File: config.mk
export PLATFORM = sky130hd
export DESIGN_NAME = memory_arbiter
export DESIGN_NICKNAME = d
export VERILOG_FILES = /design/src/rtl/cpu_types_pkg.sv /design/src/rtl/memory_arbiter.sv
export SDC_FILE = /design/constraint.sdc
export NUM_CORES = 1
export LEC_CHECK = 0
export CAP_MARGIN = 20
export CORE_MARGIN = 1.5
export CORE_UTILIZATION = 44
export CTS_CLUSTER_SIZE = 16
export DETAILED_ROUTE_END_ITERATION = 10
export GPL_TIMING_DRIVEN = 0
export HOLD_SLACK_MARGIN = 0.06
export PLACE_DENSITY = 0.84
export SETUP_SLACK_MARGIN = 0.5
export SYNTH_ARGS = -nofsm -noshare
export SYNTH_HDL_FRONTEND = slang
export SYNTH_SLANG_ARGS = --single-unit
File: constraint.sdc
create_clock -name CLK -period 2.3 [get_ports CLK]
set_input_delay 0.345 -clock CLK [delete_from_list [all_inputs] [get_ports CLK]]
set_output_delay 0.345 -clock CLK [all_outputs]
set_load 0.01 [all_outputs]
File: src/rtl/cpu_types_pkg.sv
// Shared types for the memory arbiter: word type, arbiter FSM states and grant sides.
// Also holds the arbitration decision so both arbitration modes use the same rule.
package cpu_types_pkg;

    localparam int WORD_W = 32;

    typedef logic [WORD_W-1:0] word_t;

    typedef enum logic [2:0] {
        IDLE,
        DACC,
        IACC,
        DRESP,
        IRESP
    } arb_state_t;

    typedef enum logic {
        GRANT_I,
        GRANT_D
    } grant_t;

    // Data side wins unless rotation is on, both sides are pending and data had the last turn.
    function automatic logic pick_data(
        input logic   d_req,
        input logic   i_req,
        input logic   rr_en,
        input grant_t last
    );
        return d_req & (~rr_en | ~i_req | (last == GRANT_I));
    endfunction

endpackage

File: src/rtl/memory_arbiter.sv
// Memory-side responder for the caches request bus.
// Serialises instruction reads and data reads/writes onto one single-ported RAM and
// answers each request with a one-cycle low pulse on iwait/dwait plus iload/dload.
// Build option ARB_RR_EN: when defined, contention alternates between the two sides
// (data first after reset); when undefined, data always wins.
//
// state | meaning
// IDLE  | no access in flight; arbitrate and launch the next RAM access
// DACC  | data access on the RAM, strobes held until ram_ready
// IACC  | instruction read on the RAM, strobes held until ram_ready
// DRESP | dwait low for this cycle, dload valid
// IRESP | iwait low for this cycle, iload valid
module memory_arbiter
    import cpu_types_pkg::*;
#(
    parameter int ADDR_W = 32,
    parameter int DATA_W = 32
) (
    input  logic              CLK,
    input  logic              RST,
    input  logic              iREN,
    input  logic [ADDR_W-1:0] iaddr,
    input  logic              dREN,
    input  logic              dWEN,
    input  logic [ADDR_W-1:0] daddr,
    input  logic [DATA_W-1:0] dstore,
    output logic              iwait,
    output logic              dwait,
    output logic [DATA_W-1:0] iload,
    output logic [DATA_W-1:0] dload,
    output logic              ram_ren,
    output logic              ram_wen,
    output logic [ADDR_W-1:0] ram_addr,
    output logic [DATA_W-1:0] ram_store,
    input  logic [DATA_W-1:0] ram_load,
    input  logic              ram_ready
);

    arb_state_t state;
    arb_state_t state_nxt;
    logic       d_req;
    logic       grant_d;
    logic       grant_i;

    assign d_req = dREN | dWEN;

`ifdef ARB_RR_EN
    grant_t last_grant;

    // Remember which side was answered last so contention can alternate.
    always_ff @(posedge CLK) begin
        if (RST) begin
            last_grant <= GRANT_I;
        end else if (state == DRESP) begin
            last_grant <= GRANT_D;
        end else if (state == IRESP) begin
            last_grant <= GRANT_I;
        end
    end

    assign grant_d = pick_data(d_req, iREN, 1'b1, last_grant);
`else
    assign grant_d = pick_data(d_req, iREN, 1'b0, GRANT_I);
`endif

    assign grant_i = iREN & ~grant_d;

    // The response pulses are decoded straight from the state register, so they are glitch-free
    // and can never be low together.
    assign iwait = (state != IRESP);
    assign dwait = (state != DRESP);

    // State register.
    always_ff @(posedge CLK) begin
        if (RST) begin
            state <= IDLE;
        end else begin
            state <= state_nxt;
        end
    end

    // Next-state decode; requests are only looked at in IDLE.
    always_comb begin
        state_nxt = state;
        case (state)
            IDLE: begin
                if (grant_d) begin
                    state_nxt = DACC;
                end else if (grant_i) begin
                    state_nxt = IACC;
                end
            end
            DACC: begin
                if (ram_ready) begin
                    state_nxt = DRESP;
                end
            end
            IACC: begin
                if (ram_ready) begin
                    state_nxt = IRESP;
                end
            end
            DRESP:   state_nxt = IDLE;
            IRESP:   state_nxt = IDLE;
            default: state_nxt = IDLE;
        endcase
    end

    // RAM strobes/address/data launch in IDLE and stay frozen until ram_ready; read data is
    // captured on completion and held until the next access of the same side finishes.
    // A simultaneous dREN/dWEN is treated as a write.
    always_ff @(posedge CLK) begin
        if (RST) begin
            ram_ren   <= 1'b0;
            ram_wen   <= 1'b0;
            ram_addr  <= '0;
            ram_store <= '0;
            iload     <= '0;
            dload     <= '0;
        end else begin
            case (state)
                IDLE: begin
                    if (grant_d) begin
                        ram_addr  <= daddr;
                        ram_store <= dstore;
                        ram_wen   <= dWEN;
                        ram_ren   <= dREN & ~dWEN;
                    end else if (grant_i) begin
                        ram_addr  <= iaddr;
                        ram_ren   <= 1'b1;
                        ram_wen   <= 1'b0;
                    end
                end
                DACC: begin
                    if (ram_ready) begin
                        dload   <= ram_load;
                        ram_ren <= 1'b0;
                        ram_wen <= 1'b0;
                    end
                end
                IACC: begin
                    if (ram_ready) begin
                        iload   <= ram_load;
                        ram_ren <= 1'b0;
                        ram_wen <= 1'b0;
                    end
                end
                default: begin
                end
            endcase
        end
    end

endmodule
==> impl_metrics.ini <==
[timing]
tightest_slew_ns = 0.7742
slew_viol_final = 0
skew_ns = 0.01354
rsz0062_at_grt = true
max_freq_mhz = 551.3
hold_viol = 0
setup_viol = 0
worst_slack_ns = 0.4859
slew_headroom_pct = 48.39
fin_crit_ns = 1.814
fin_crit_sh_pct = 78.87

[critical_path]
worstSetupEndpointType = primary output
critPathBufInv = 3
critical_path_arrival_ns = 1.47
path_class = flop to primary output
critPathMaxFanout = 9
crit_slowest_cell = or3_1
r2r-start = state[1]
crit_family = buffers and inverters
start_kind = flop
cp-startpoint = state[2]
max_stage_delay_ns = 0.36
cp.required_ns = 1.96
cp_cell_sequence = buf_4 -> inv_1 -> or3_1 -> clkbuf_2

[flow_run]
maxCapViolCount = 0

[finish]
diodes = 0
final_nets = 1064
fin_cells = 1090
utilization_pct = 73.87
final_common_cell = clkdlybuf4s50_1
syn2layout_area_growth_pct = 64.65
drive_above_1_share_pct = 10.18
final_cell_mix = clkdlybuf4s50_1 (261), nand2_1 (160), dfxtp_1 (133), a21oi_1 (128), o21ai_0 (66)

[route]
routedWlPerCell_microns = 16.36
wirelength_microns = 17840
drc = 0
drtPass1Iterations = 5
ant_nets = 0
vias = 5836
drt_iter0_drc = 434
vias_per_cell = 5.354

[clock_network]
cts_sinks = 133
cts_hold_buf = 0
cts_tree = done
cts_max_level = 4
worstSkewPairLatency_ns = 0.42
postCtsSetupRepairBufs = 0
clkTransAtPathRegs_ns = 0.05
cts_buffers = 17
clockBufferDepth = 2
cts_root_buf = clkbuf_16

[outcome]
status = completed

[die]
die_x_microns = 113.4
row_count = 40
fp.dieH_microns = 113.4
ios = 266
design.core.area_sq_mm = 0.01196
die_area_sq_mm = 0.01287
start_util_pct = 44.86

[logic_synthesis]
synth_area_sq_mm = 0.005366
syn_inst = 648
ys_seq_area_share_pct = 49.62
syn_avg_cell_area_sq_um = 8.281
ys_warn_count = 0
synth.net_count = 782
synthDistinctLibCells = 29
synth-seq-cells = 133

[power_and_ir_drop]
ir_drop_uv = 482.9
powerDensity_mw_per_mm2 = 887.7
p_leak_nw = 3.085

[grt]
gr-total-overflow = 0
grt_pass1_wl_microns = 27900
grt_pass1_vias = 5624
grt_use_total_pct = 27.47
grt_max_degree = 17
grt_antenna_before_repair = 0

[placed_design]
dp_hpwl_microns = 12910
port_buffers = 263
dp_slack_ns = -0.008562
place_congestion = 0.8454
dp.cells = 1058

[min_path]
hp-class = primary input to flop
hp-start = dREN
## synth_stat cells
cell type	number	share of area [%]
nand2_1	160	11
o2bb2ai_1	1	0.16
a32o_1	1	0.19
nor4bb_1	2	0.37
buf_2	13	1.2
clkbuf_1	50	3.5
xor2_1	1	0.16
nor3_2	1	0.19
inv_1	1	0.070
nand2b_1	2	0.23
nor3_1	1	0.093
and2_4	1	0.16
or3_1	2	0.23
nand3b_1	1	0.14
or2_0	1	0.12
o21ai_0	66	6.2
o21ba_2	1	0.19
nor3b_1	1	0.14
o21bai_1	1	0.14
nand3_1	33	3.1
a22o_1	1	0.16
nand4bb_1	2	0.42
a311oi_2	29	8.1
dfxtp_1	133	50
buf_1	1	0.070
a21oi_1	128	12
nor2_1	6	0.42
buf_6	5	1.0
a311oi_1	3	0.49
## final timing paths
| check | to | slack, ns | cells past startpoint |
|---|---|---|---|
| hold reg to reg | dload[10] | 0.45 | 2 |
| hold / removal | ram_addr[31] | 0.33 | 3 |
| setup / recovery | iwait | 0.49 | 4 |
| setup reg to reg | iload[11] | 0.59 | 6 |
## worst reg2reg max path: stages, from the launching register on
cell	delay [ns]
dfxtp_1	0.30
buf_2	0.18
nand4bb_1	0.12
clkbuf_1	0.28
clkbuf_1	0.43
nand2_1	0.13
a21oi_1	0.18
## what timing repair did
item	CTS	global route
endpoints found under the setup margin	42	53
resized for setup	11	16
cloned	0	0
hold endpoints to repair	0	0
## routing by layer
metal	share of wire (%)	wire (microns)	up-vias	GRT usage, %
met5	0	0	-	0
met4	2.8	501	0	11.00
met3	7.3	1310	39	8.130
met2	50	8860	274	48.48
met1	40	7164	2702	31.22
li1	-	-	2821	-
## layout make-up
class	instances	area, sq um
fillers	968	3126
flip-flops and latches	133	2663
repair buffers	263	2626
multi-input cells	445	2397
clock buffers	17	425.4
plain buffers	69	335.3
clock inverters	15	201.4
well taps	147	183.9
inverters	1	3.754
## power breakdown
group          leakage [nW]  internal, mW  total [mW]  switching, mW
combinational          1.70          1.12        2.21           1.09
clock                 0.300          1.82        2.88           1.06
sequential             1.09          2.60        2.76          0.154
## cells by family after synthesis
group,synth area share [%]
xor gates and xnor gates,0.1632
buffers and inverters,5.899
and+or+nand+nor,16.79
AOI/OAI and AO/OA,27.54
DFF,49.62
## sequential cells by signal, indices dropped and copies added, names as in the netlist
signal / count
dload: 32
iload: 32
ram_addr: 32
ram_store: 32
state: 3
ram_ren: 1
ram_wen: 1
## metrics by stage
| stage | setup TNS [ns] | area [sq um] | hold WS, ns | power, mW |
|---|---|---|---|---|
| detailed placement | -0.01109 | 8183 | 0.4457 | 4.977 |
| floorplan | 0 | 5366 | 0.4805 | 3.893 |
| CTS | 0 | 8826 | 0.3087 | 7.864 |
| finish | 0 | 8836 | 0.3273 | 7.843 |
| global route | 0 | 8836 | 0.3432 | 8.183 |
| global placement | -0.04622 | 8183 | 0.4410 | 4.942 |
No activity file was read; power rests on OpenSTA's default activity.
